--- config.mk ---
export PLATFORM = sky130hd
export DESIGN_NAME = histogram_loader
export DESIGN_NICKNAME = d
export VERILOG_FILES = /design/src/rtl/hist_sd_pkg.sv /design/src/rtl/histogram_loader_sd_byte_packer.sv /design/src/rtl/histogram_loader.sv
export SDC_FILE = /design/constraint.sdc
export NUM_CORES = 1
export LEC_CHECK = 0
export BUFFER_PORTS_ARGS = -buffer_cell sky130_fd_sc_hd__buf_2
export CAP_MARGIN = 10
export CORE_ASPECT_RATIO = 2
export CORE_MARGIN = 2
export CORE_UTILIZATION = 30
export DETAILED_ROUTE_END_ITERATION = 8
export PLACE_DENSITY = 0.58
export REMOVE_ABC_BUFFERS = 1
export SKIP_CTS_REPAIR_TIMING = 1
export SYNTH_ARGS = -nofsm -noshare
export SYNTH_HDL_FRONTEND = slang
export SYNTH_SLANG_ARGS = --single-unit
--- constraint.sdc ---
create_clock -name clk -period 4.4 [get_ports clk]
set_input_delay 0.66 -clock clk [delete_from_list [all_inputs] [get_ports clk]]
set_output_delay 0.66 -clock clk [all_outputs]
set_load 0.1 [all_outputs]
--- src/rtl/hist_sd_pkg.sv ---
// Shared SD-card histogram constants, state encoding and sector address helper.
// Latency: n/a (types and pure functions only).
// Backpressure: n/a.
package hist_sd_pkg;

    localparam int SD_SECTOR_BYTES = 512;
    localparam int BYTES_PER_BIN   = 2;

    typedef enum logic [2:0] {
        IDLE,
        WAIT_RDY,
        REQ,
        RECV,
        FINISH
    } hist_load_state_t;

    // Byte address of an absolute sector index; 32-bit wrap, no overflow check.
    function automatic logic [31:0] sector_byte_addr(input logic [31:0] sector_idx);
        return sector_idx * 32'(SD_SECTOR_BYTES);
    endfunction

endpackage

--- src/rtl/histogram_loader_sd_byte_packer.sv ---
// Pairs the SD read byte stream into bins: rising edge of byte_avail takes one byte, odd byte completes a word.
// Latency: word_vld/word_dat combinational in the cycle the odd byte's rising edge is seen.
// Backpressure: none; every rising edge while take_en is high is consumed, a held level counts once.
module sd_byte_packer
    import hist_sd_pkg::*;
(
    input  logic                         clk,
    input  logic                         reset,
    input  logic                         take_en,
    input  logic                         odd_byte,
    input  logic [7:0]                   byte_dat,
    input  logic                         byte_avail,
    output logic                         byte_take,
    output logic                         word_vld,
    output logic [8*BYTES_PER_BIN-1:0]   word_dat
);

    logic       avail_prev_q, avail_prev_d;
    logic [7:0] hi_q, hi_d;

    // Edge detect on the byte strobe and capture the high byte of each pair.
    always_comb begin
        avail_prev_d = byte_avail;
        hi_d         = hi_q;
        byte_take    = take_en & byte_avail & ~avail_prev_q;
        word_vld     = byte_take & odd_byte;
        word_dat     = {hi_q, byte_dat};
        if (byte_take && !odd_byte) begin
            hi_d = byte_dat;
        end
    end

    // Previous strobe level and high-byte holding register.
    always_ff @(posedge clk or posedge reset) begin
        if (reset) begin
            avail_prev_q <= 1'b0;
            hi_q         <= 8'h00;
        end else begin
            avail_prev_q <= avail_prev_d;
            hi_q         <= hi_d;
        end
    end

endmodule

--- src/rtl/histogram_loader.sv ---
// Loads a saved histogram slot from the SD card into histogram RAM (bins stored high byte first); optional HIST_LOAD_SUM_EN adds a running bin sum port.
// Latency: one cycle from a completing byte edge to we; done pulses the cycle after FINISH, after the last write.
// Backpressure: waits for sd_ready before each sector request; the controller owns the block until 512 bytes arrive.
module histogram_loader
    import hist_sd_pkg::*;
#(
    parameter int ADDR_W      = 10,
    parameter int DATA_W      = 16,
    parameter int SLOT_W      = 4,
    parameter int BASE_SECTOR = 0,
    parameter int SECTORS     = (2**ADDR_W) * BYTES_PER_BIN / SD_SECTOR_BYTES
) (
    input  logic              clk,
    input  logic              reset,
    input  logic              start,
    input  logic [SLOT_W-1:0] slot,
    output logic [ADDR_W-1:0] waddr,
    output logic [DATA_W-1:0] wdata,
    output logic              we,
    input  logic              sd_ready,
    output logic [31:0]       sd_address,
    output logic              sd_rd,
    input  logic [7:0]        sd_dout,
    input  logic              sd_byte_available,
    output logic              loading,
    output logic              done
`ifdef HIST_LOAD_SUM_EN
    ,
    output logic [15:0]       sum
`endif
);

    localparam int SEC_W          = (SECTORS > 1) ? $clog2(SECTORS) : 1;
    localparam int BINS_PER_SECT  = SD_SECTOR_BYTES / BYTES_PER_BIN;

    hist_load_state_t    state_q, state_d;
    logic [SLOT_W-1:0]   slot_q, slot_d;
    logic [SEC_W-1:0]    sector_q, sector_d;
    logic [8:0]          byte_cnt_q, byte_cnt_d;
    logic [ADDR_W-1:0]   waddr_q, waddr_d;
    logic [DATA_W-1:0]   wdata_q, wdata_d;
    logic                we_q, we_d;
    logic [31:0]         sd_address_q, sd_address_d;
    logic                sd_rd_q, sd_rd_d;
    logic                loading_q, loading_d;
    logic                done_q, done_d;

    logic                byte_take;
    logic                word_vld;
    logic [15:0]         word_dat;

    sd_byte_packer u_packer (
        .clk        (clk),
        .reset      (reset),
        .take_en    (state_q == RECV),
        .odd_byte   (byte_cnt_q[0]),
        .byte_dat   (sd_dout),
        .byte_avail (sd_byte_available),
        .byte_take  (byte_take),
        .word_vld   (word_vld),
        .word_dat   (word_dat)
    );

    // Next-state and registered-output logic for the sector read sequence.
    always_comb begin
        state_d      = state_q;
        slot_d       = slot_q;
        sector_d     = sector_q;
        byte_cnt_d   = byte_cnt_q;
        waddr_d      = waddr_q;
        wdata_d      = wdata_q;
        we_d         = 1'b0;
        sd_address_d = sd_address_q;
        sd_rd_d      = 1'b0;
        loading_d    = loading_q;
        done_d       = 1'b0;
        unique case (state_q)
            IDLE: begin
                if (start) begin
                    slot_d     = slot;
                    sector_d   = '0;
                    byte_cnt_d = '0;
                    loading_d  = 1'b1;
                    state_d    = WAIT_RDY;
                end
            end
            WAIT_RDY: begin
                sd_address_d = sector_byte_addr(32'(BASE_SECTOR)
                                                + 32'(slot_q) * 32'(SECTORS)
                                                + 32'(sector_q));
                if (sd_ready) begin
                    sd_rd_d = 1'b1;
                    state_d = REQ;
                end
            end
            REQ: begin
                // Controller drops ready once it has taken the request.
                if (sd_ready) begin
                    sd_rd_d = 1'b1;
                end else begin
                    state_d = RECV;
                end
            end
            RECV: begin
                if (word_vld) begin
                    we_d    = 1'b1;
                    wdata_d = DATA_W'(word_dat);
                    waddr_d = ADDR_W'(32'(sector_q) * 32'(BINS_PER_SECT)
                                      + 32'(byte_cnt_q[8:1]));
                end
                if (byte_take) begin
                    byte_cnt_d = byte_cnt_q + 9'd1;
                    if (byte_cnt_q == 9'd511) begin
                        if (sector_q == SEC_W'(SECTORS - 1)) begin
                            state_d = FINISH;
                        end else begin
                            sector_d = sector_q + SEC_W'(1);
                            state_d  = WAIT_RDY;
                        end
                    end
                end
            end
            FINISH: begin
                done_d    = 1'b1;
                loading_d = 1'b0;
                state_d   = IDLE;
            end
            default: state_d = IDLE;
        endcase
    end

    // State and output registers; reset clears outputs immediately.
    always_ff @(posedge clk or posedge reset) begin
        if (reset) begin
            state_q      <= IDLE;
            slot_q       <= '0;
            sector_q     <= '0;
            byte_cnt_q   <= '0;
            waddr_q      <= '0;
            wdata_q      <= '0;
            we_q         <= 1'b0;
            sd_address_q <= '0;
            sd_rd_q      <= 1'b0;
            loading_q    <= 1'b0;
            done_q       <= 1'b0;
        end else begin
            state_q      <= state_d;
            slot_q       <= slot_d;
            sector_q     <= sector_d;
            byte_cnt_q   <= byte_cnt_d;
            waddr_q      <= waddr_d;
            wdata_q      <= wdata_d;
            we_q         <= we_d;
            sd_address_q <= sd_address_d;
            sd_rd_q      <= sd_rd_d;
            loading_q    <= loading_d;
            done_q       <= done_d;
        end
    end

    assign waddr      = waddr_q;
    assign wdata      = wdata_q;
    assign we         = we_q;
    assign sd_address = sd_address_q;
    assign sd_rd      = sd_rd_q;
    assign loading    = loading_q;
    assign done       = done_q;

`ifdef HIST_LOAD_SUM_EN
    logic [15:0] sum_q, sum_d;

    // Running modulo-2^16 sum of loaded bins, cleared when a load is accepted.
    always_comb begin
        sum_d = sum_q;
        if (state_q == IDLE && start) begin
            sum_d = 16'h0000;
        end else if (word_vld) begin
            sum_d = sum_q + word_dat;
        end
    end

    // Sum register, held after done until the next accepted start.
    always_ff @(posedge clk or posedge reset) begin
        if (reset) begin
            sum_q <= 16'h0000;
        end else begin
            sum_q <= sum_d;
        end
    end

    assign sum = sum_q;
`endif

endmodule

==> metrics, run 1 <==
status finished clean; clock share of power 25.2%; RSZ-0062 raised after global routing no; yosys warns 0; initial antenna violation count 0; Final HPWL DP 3.82 mm; number of diodes 0; Max Root-Sink Buffers 2; Total Die Area 10200 µm²; Port-buffer cells 52; largest net degree at the start of global routing 35; R2R Path End wdata[2]$_DFFE_PP0P_; slowest stage cell, crit path dfrtp_1; CP Launch Type flip-flop; CTS tree done; Worst EP required 4610 ps; Hold/Removal Path Class input pin to async pin; Syn-to-layout area delta 18.5%; Pleak 0.00163 µW; post-route total power 2610 µW; pre-CTS setup slack 2420 ps; adder-cell area share of the yosys netlist 1.33%; Final Instance Area 3330 µm²; ratio of cells with drive above 1 in the final layout 40.7%; Detailed Route Iter0 Violations 74; FF-to-FF path depth 4; Core Rows 50; first-pass GRT wire length 8.81 mm; cell-internal power 1330 µW; Detailed Route WL 5.38 mm; Cells after Synth 219; CP Depth 4; CTS clock-pin slew for the worst setup and hold paths 50 ps; power per standard cell area 783 nW/µm²; peak supply drop 0.374 mV; I/O pin count 79; RePlAce Congestion 0.761; routed length per placed instance 14.0 µm; Top FF cell, synth dfrtp_1; asr flop ratio synth 100%; Vert. Die Dim 141 µm; sw frac 49.1%; Mapped Area 2810 µm²; Post-Synth Simple-Gate Area 12.0%; CP arrival 2110 ps; setup_tns 0 ps; worst setup path end wdata[2]$_DFFE_PP0P_; DRC viols 0; r2r startpoint state_q[1]$_DFFE_PP0P_; clock latency at the later pin of the worst-skew pair 330 ps; Final Core Density 36.0%; Final setup viols 0; reg-to-reg setup timing slack 2500 ps; vias per inst 4.59; Starting Density 30.4%; EDFF count, synth 0; Fin. Hold Viols 0; total CTS buffers 9; grt ovf 0; maximum achievable frequency 527 MHz; Max-cap violations 0; largest area contributor in the netlist dfrtp_1; Synth Area in Compound Gates 3.20%; largest family of logic cells by synthesized area multiplexers; Slew @ Worst Pin 834 ps; vias in the first global route 1796; Worst path max stage delay 660 ps; final worst setup slack 2500 ps; clk root buf clkbuf_16; clock skew 5.47 ps; CP cell instances nand2_1 -> nor2_2 -> buf_4 -> mux2_2; combinational share of power 43.2%; CORE AREA 9260 µm²; Final Cycle Share 43.1%; Net Sw Power 1280 µW; Yosys reg bits 63; First-pass DRT Iterations 4; Max-slew headroom 44.2%; Setup CP Type flip-flop to flip-flop; worst-path fanout max 27; Clock Sinks 63; CTS H-tree lvls 3; nets@finish 295; Vias 1764; Mean Syn Cell Area 12.8 µm²; post-synthesis mux area share 17.4%; Critical path origin state_q[1]$_DFFE_PP0P_; all-layer global routing usage 11.6%; Tmin final 1900 ps; post-synth cell types 39; largest cells by area after synthesis dfrtp_1 56%, mux2_2 16%, buf_4 6.9%, nand2_1 3.2%, buf_6 1.6%; top-area cell type share of the netlist area 56.0%; Seq/Total Area, Yosys 56.0%; CP bufs+invs 1; CP endpoint kind flip-flop; largest delay contributor family on the critical path flip-flops; Max Slew Vio Count 0; Seq pwr share 31.6%; remaining antenna violation count 0; DP Area 3050 µm²; Post-Synth XOR/XNOR Area 0.311%; die width 72.5 µm
stage by stage:
stage | std cells | hold WS (ps)
2_1_floorplan | 210 | 440
3_3_place_gp | 368 | 454
3_5_place_dp | 368 | 457
4_1_cts | 384 | 468
5_1_grt | 384 | 510
6_report | 384 | 439
routing by layer:
layer	vias to the layer above	GRT usage, %	share of wire (%)
li1	825	-	-
met1	871	12.7	40
met4	0	7.50	3.0
met5	-	0	0
met2	58	19.3	53
met3	10	2.93	4.8
Yosys cell counts, types with 2 or more instances:
cell	n
dfrtp_1	63
mux2_2	40
buf_4	26
nand2_1	24
a21oi_1	5
buf_6	4
mux2i_1	4
nor2b_1	4
o21ai_0	4
ha_1	3
inv_1	3
nand3_1	3
nor3_1	3
o31ai_1	3
or4_1	3
buf_2	2
nand4_1	2
nor3b_1	2
logic make-up (layout without fill, tap and decap cells):
group,count (synthesis),after routing
compound gates,15,15
other cells,1,26
mux,44,44
fa+ha+maj,3,3
xor+xnor,1,1
simple gates,55,55
buf+inv,37,73
flops,63,63
cell type report:
cell class / count / area [µm²]
fillers: 946 / 5930
flip-flops and latches: 63 / 1580
multi-input cells: 144 / 1060
repair buffers: 54 / 275
clock buffers: 13 / 260
well taps: 104 / 130
clock inverters: 3 / 17.5
inverters: 3 / 11.3
state kept, by name, summed over array words and instances (netlist names):
register and count:
byte_cnt_q 9, done 1, loading 1, sd_address 6
sd_rd 1, sector_q 2, slot_q 4, state_q 3
u_packer.avail_prev_q 1, u_packer.hi_q 8, waddr 10, wdata 16
we 1
how the worst min path moves through the flow:
stage / from / to / slack, ps
after floorplan: slot_q[0]$_DFFE_PP0P_ / slot_q[0]$_DFFE_PP0P_ / 440
after global placement: slot_q[0]$_DFFE_PP0P_ / slot_q[0]$_DFFE_PP0P_ / 450
after detailed placement: slot_q[0]$_DFFE_PP0P_ / slot_q[0]$_DFFE_PP0P_ / 460
after CTS: reset / we$_DFF_PP0_ / 470
after global routing: sd_byte_available / u_packer.avail_prev_q$_DFF_PP0_ / 510
final: reset / slot_q[2]$_DFFE_PP0P_ / 440
power by group through the flow:
stage                     registers [µW]  clock network [µW]  logic [µW]
after CTS                            830                 673        1130
after global routing                 849                 691        1170
final                                825                 656        1130
after global placement               832                   0        1120
after detailed placement             836                   0        1130
after floorplan                     1520                   0         269
placed cells by master, fill, tap and decap left out, types with 2 or more instances in the layout:
cell type  netlist  final
a21oi_1          5      5
buf_2            2     52
buf_4           26      2
clkbuf_1         1      2
clkbuf_16        0      9
clkbuf_8         0      2
clkinv_2         0      2
conb_1           1     26
dfrtp_1         63     63
ha_1             3      3
inv_1            3      2
mux2_2          40     40
mux2i_1          4      4
nand2_1         24     24
nand3_1          3      3
nand4_1          2      2
nor2b_1          4      4
nor3_1           3      3
nor3b_1          2      2
o21ai_0          4      4
o31ai_1          3      3
or4_1            3      3
worst register-to-register path, stage by stage, from the launching register on:
cell and delay (ps):
dfrtp_1 660, nand2_1 250, nor2_2 140, buf_4 340, mux2_2 390
Power figures use the tool's default switching activity.
==> run 2, diff against run 1 <==
- ABC_AREA: not set -> 1
- PLACE_DENSITY: 0.58 -> 0.59
- clock period: 4.4 -> 1.7 ns (I/O delays scaled with it)
==> run 2 against run 1 <==
Net effect: combinational power rose to 3.4 times the previous value; wire length rose by 10%; clock power grew to 2.8 times the previous value; via count is 23% higher; critical path depth is 8 higher; cell count up 36%; sequential cell count did not move; hold slack got worse by 360 ps; global-route usage is 0.52 points higher; synthesized cell count rose by 45%; sequential power rose to 2.8 times the previous value.
==> metrics, run 2 <==
RSZ-0062 raised after global routing yes; Filler Cell Count 1010; CP endpoint kind flip-flop; yosys warns 0; Mapped Area 2990 µm²; Max Root-Sink Buffers 2; DP Area 3360 µm²; Worst path max stage delay 360 ps; peak supply drop 0.683 mV; Fin. Hold Viols 0; Seq pwr share 28.4%; Starting Density 30.9%; Max Slew Vio Count 0; CTS H-tree lvls 3; Tmin final 1670 ps; asr flop ratio synth 100%; Detailed Route WL 5.92 mm; maximum achievable frequency 598 MHz; total CTS buffers 9; largest cells by area after synthesis dfrtp_1 53%, nand2_1 9.8%, o21ai_2 7.6%, buf_4 6.5%, inv_1 4.8%; Top FF cell, synth dfrtp_1; Cells after Synth 317; Vert. Die Dim 145 µm; CTS clock-pin slew for the worst setup and hold paths 50 ps; Final Cycle Share 98.4%; slowest stage cell, crit path dfrtp_1; Detailed Route Iter0 Violations 85; nets@finish 405; routed length per placed instance 11.3 µm; Seq/Total Area, Yosys 52.7%; power per standard cell area 2140 nW/µm²; CP cell instances ha_2 -> nand2_2 -> nor2_4 -> nand3_2 -> nor2_2 -> ha_2 -> nand3_2 -> nand2_2 -> buf_6 -> nand3_4 -> nand2_2 -> nand2_1; status finished clean; Total Die Area 10800 µm²; Pleak 0.00202 µW; Core Rows 51; I/O pin count 79; sw frac 50.1%; DRC viols 0; initial antenna violation count 0; most used cell, CP nand2_2; Final Core Density 38.6%; First-pass DRT Iterations 4; all-layer global routing usage 12.1%; vias per inst 4.17; Mean Syn Cell Area 9.44 µm²; Final setup viols 0; setup_tns 0 ps; grt ovf 0; clock share of power 23.3%; combinational share of power 48.2%; Worst EP required 1920 ps; clock skew 5.90 ps; die width 74.6 µm; top-area cell type share of the netlist area 52.7%; RePlAce Congestion 0.818; Setup CP Type flip-flop to flip-flop; commonest cells in the netlist 78 x nand2_1, 63 x dfrtp_1, 38 x inv_1; first-pass GRT wire length 9.77 mm; max FFs per register 16; worst-path fanout max 3; commonest non-fill, non-tap cells in the layout 73 x nand2_1, 63 x dfrtp_1, 52 x buf_2; ratio of cells with drive above 1 in the final layout 37.2%; remaining antenna violation count 0; EDFF count, synth 0; Vias 2178; CP Launch Type flip-flop; Max-cap violations 0; CORE AREA 9700 µm²; vias in the first global route 2151; most common cell after layout, fill and taps aside nand2_1; Hold WS 83.6 ps; cell-internal power 3980 µW; CTS tree done; CP arrival 1890 ps; largest area contributor in the netlist dfrtp_1; post-synth cell types 25; clock latency at the later pin of the worst-skew pair 330 ps; Port-buffer cells 52; reg-to-reg setup timing slack 30 ps; Syn-to-layout area delta 25.0%; Hold/Removal Path Class input pin to flip-flop; number of diodes 0; clk root buf clkbuf_16; Clock Sinks 63; Final Instance Area 3740 µm²; cell with the most instances after synthesis nand2_1; Yosys reg bits 63; Net Sw Power 4000 µW; largest net degree at the start of global routing 33; Final HPWL DP 4.55 mm
run 2: stage by stage:
step	worst slack (ps)	total power, µW	instances
floorplan	-125	5410	308
global placement	25.2	6040	505
detailed placement	-102	6110	505
CTS	-111	8010	521
global route	-75.1	8400	522
finish	27.8	7990	522
run 2: cell families (layout without fill, tap and decap cells):
group / Yosys count / in the layout / share of synthesized area, %
flops: 63 / 63 / 52.7
other cells: 1 / 26 / 0.125
buf+inv: 74 / 122 / 14.3
mux: 3 / 3 / 1.13
simple gates: 126 / 126 / 19.1
xor+xnor: 1 / 1 / 0.293
compound gates: 46 / 46 / 11.1
fa+ha+maj: 3 / 3 / 1.25
run 2: critical path: cells and delay by family (launching register included):
kind / cells / cell delay [ps]
adders and majority gates: 2 / 380
DFF: 1 / 360
buffers and inverters: 1 / 110
and+or+nand+nor: 9 / 720
run 2: final timing paths:
kind	start	to	cells past startpoint
worst max-delay path	byte_cnt_q[1]$_DFFE_PP0P_	sector_q[1]$_DFFE_PP0P_	12
worst min register to register	u_packer.hi_q[3]$_DFFE_PP0P_	wdata[11]$_DFFE_PP0P_	2
min in group asynchronous	reset	wdata[7]$_DFFE_PP0P_	3
worst max register to register	byte_cnt_q[1]$_DFFE_PP0P_	sector_q[1]$_DFFE_PP0P_	12
max in group asynchronous	reset	wdata[9]$_DFFE_PP0P_	4
worst min-delay path	sd_byte_available	u_packer.avail_prev_q$_DFF_PP0_	1
run 2: area by class of cell:
class                           count  area, µm²  area share [%]
Timing Repair Buffer               66        397            10.6
Sequential cell                    63       1580            42.2
Tap cell                          132        165            4.42
Inverter                           40        155            4.15
Clock buffer                       13        270            7.23
Multi-Input combinational cell    205       1140            30.4
Clock inverter                      3       40.0            1.07
run 2: routing by layer:
metal	track usage, %	vias up	part of all wire (%)
met4	7.86	0	4.0
met5	0	-	0
met1	11.9	1016	36
li1	-	1075	-
met2	20.6	73	55
met3	4.03	14	5.4
run 2: power by group through the flow:
stage	Sequential, µW	Combinational [µW]	Clock [µW]
5_1_grt	2330	4090	1980
3_3_place_gp	2280	3770	0
2_1_floorplan	4190	1220	0
4_1_cts	2270	3820	1920
3_5_place_dp	2300	3810	0
6_report	2270	3850	1860
==> run 3, diff against run 2 <==
- CELL_PAD_IN_SITES_DETAIL_PLACEMENT: not set -> 1
- CELL_PAD_IN_SITES_GLOBAL_PLACEMENT: not set -> 2
- CORE_UTILIZATION: 30 -> 28
- PLACE_DENSITY: 0.59 -> 0.82
==> run 3 against run 2 <==
Net effect: global-route usage is 0.24 points higher; sequential power is essentially flat; via count increased by 0.14%; clock-buffer cell count unchanged; cell count unchanged; sequential share of layout area increased by 0.69 points; die area rose by 6.9%; register-to-register slack about the same; largest power group unchanged; highest routed layer unchanged.
==> metrics, run 3 (synthesis gave the netlist of run 2 again) <==
Max-cap violations 0; max FFs per register 16; FF-to-FF path depth 12; RePlAce Congestion 0.773; vias per inst 4.18; met2 Usage GRT 23.2%; Layout Cells excl Fill 522; Vias 2181; maximum achievable frequency 594 MHz; global routing's busiest layer met2; status finished clean; Starting Density 28.6%; Hold Path Depth 1; RSZ-0062 raised after global routing yes; CTS clock-pin slew for the worst setup and hold paths 50 ps; setup_tns 0 ps; first-pass GRT wire length 10.9 mm; First-pass DRT Iterations 4; Fin. Hold Viols 0; routed length per placed instance 12.3 µm; Port-buffer cells 52; slowest stage cell, crit path dfrtp_1; CORE AREA 10500 µm²; CP Launch Type flip-flop; pre-CTS setup slack -71.7 ps; DRC viols 0; Detailed Route Iter0 Violations 55; sw frac 50.7%; Max Slew Vio Count 0; final worst setup slack 16.6 ps; grt met3 use 3.24%; post-route total power 7880 µW; Detailed Route WL 6.44 mm; Seq pwr share 29.2%; I/O pin count 79; grt ovf 0; vias in the first global route 2342; commonest non-fill, non-tap cells in the layout 75 x nand2_1, 62 x dfrtp_1, 52 x buf_2; CTS H-tree lvls 3; cell-internal power 3880 µW; number of diodes 0; CP arrival 1890 ps; die width 77.1 µm; Worst EP required 1910 ps; Vert. Die Dim 150 µm; CP endpoint kind flip-flop; Final setup viols 0; Tmin final 1680 ps; combinational share of power 48.6%; met1 GRT Util 11.9%; Final HPWL DP 4.75 mm; nets@finish 402; placed cells 507; CP bufs+invs 1; clock share of power 22.2%; largest delay contributor family on the critical path simple AND/OR/NAND/NOR gates; most common cell after layout, fill and taps aside nand2_1; Total Die Area 11600 µm²; CTS tree done; clock skew 5.80 ps; remaining antenna violation count 0; worst-path fanout max 3; Net Sw Power 3990 µW; Core Rows 53; ratio of cells with drive above 1 in the final layout 35.3%; Worst path max stage delay 370 ps; initial antenna violation count 0; total CTS buffers 9; peak supply drop 0.801 mV; Max Root-Sink Buffers 2; Final Cycle Share 99.0%; CP Depth 12; largest net degree at the start of global routing 36; Setup CP Type flip-flop to flip-flop; Clock Sinks 63; clock latency at the later pin of the worst-skew pair 320 ps; Syn-to-layout area delta 23.0%; CP cell instances ha_2 -> nand2_2 -> nor2_2 -> nand3_1 -> nor2_1 -> ha_2 -> nand3_2 -> nand2_2 -> buf_6 -> nand3_4 -> nand2_1 -> nand2_1; Hold/Removal Path Class input pin to flip-flop; power per standard cell area 2140 nW/µm²; clk root buf clkbuf_16; Pleak 0.00199 µW; all-layer global routing usage 12.3%
==> run 3: cell type report <==
cell class              count  area (µm²)
repair buffers             63         374
well taps                 137         171
flip-flops and latches     63        1580
clock inverters             1        30.0
clock buffers              13         250
inverters                  40         155
multi-input cells         205        1120
fillers                  1281        6800
==> run 3: power groups by stage <==
stage               clock network (µW)  registers [µW]  logic [µW]
floorplan                            0            4190        1220
global placement                     0            2300        3740
detailed placement                   0            2320        3800
CTS                               1810            2300        3810
global route                      1870            2370        4060
finish                            1750            2300        3830
==> run 3: per-layer routing <==
metal | up-vias | share of wire [%]
met4 | 0 | 2.4
met5 | - | 0
met1 | 1043 | 37
li1 | 1070 | -
met3 | 9 | 4.2
met2 | 59 | 56
==> run 3: final timing paths <==
path / start / end / slack [ps]
max: byte_cnt_q[1]$_DFFE_PP0P_ / sector_q[0]$_DFFE_PP0P_ / 20
max in group asynchronous: reset / state_q[1]$_DFFE_PP0P_ / 720
max reg2reg: byte_cnt_q[1]$_DFFE_PP0P_ / sector_q[0]$_DFFE_PP0P_ / 20
min: sd_byte_available / u_packer.avail_prev_q$_DFF_PP0_ / 90
min in group asynchronous: reset / wdata[4]$_DFFE_PP0P_ / 450
min reg2reg: u_packer.hi_q[4]$_DFFE_PP0P_ / wdata[12]$_DFFE_PP0P_ / 470
==> run 3: worst register-to-register path: stages, from the launching register on <==
cell     delay, ps
dfrtp_1        370
ha_2           200
nand2_2         70
nor2_2         100
nand3_1         90
nor2_1         130
ha_2           180
nand3_2         60
nand2_2         80
buf_6          110
nand3_4         70
nand2_1         60
nand2_1         50
==> run 3: stage by stage <==
| step | area, µm² | util, % | hold WS, ps |
|---|---|---|---|
| 2_1_floorplan | 2810 | - | 286 |
| 3_3_place_gp | 3350 | 31.9 | 255 |
| 3_5_place_dp | 3350 | 31.9 | 255 |
| 4_1_cts | 3630 | 34.6 | -94.0 |
| 5_1_grt | 3680 | 35.1 | 83.4 |
| 6_report | 3680 | 35.1 | 93.8 |
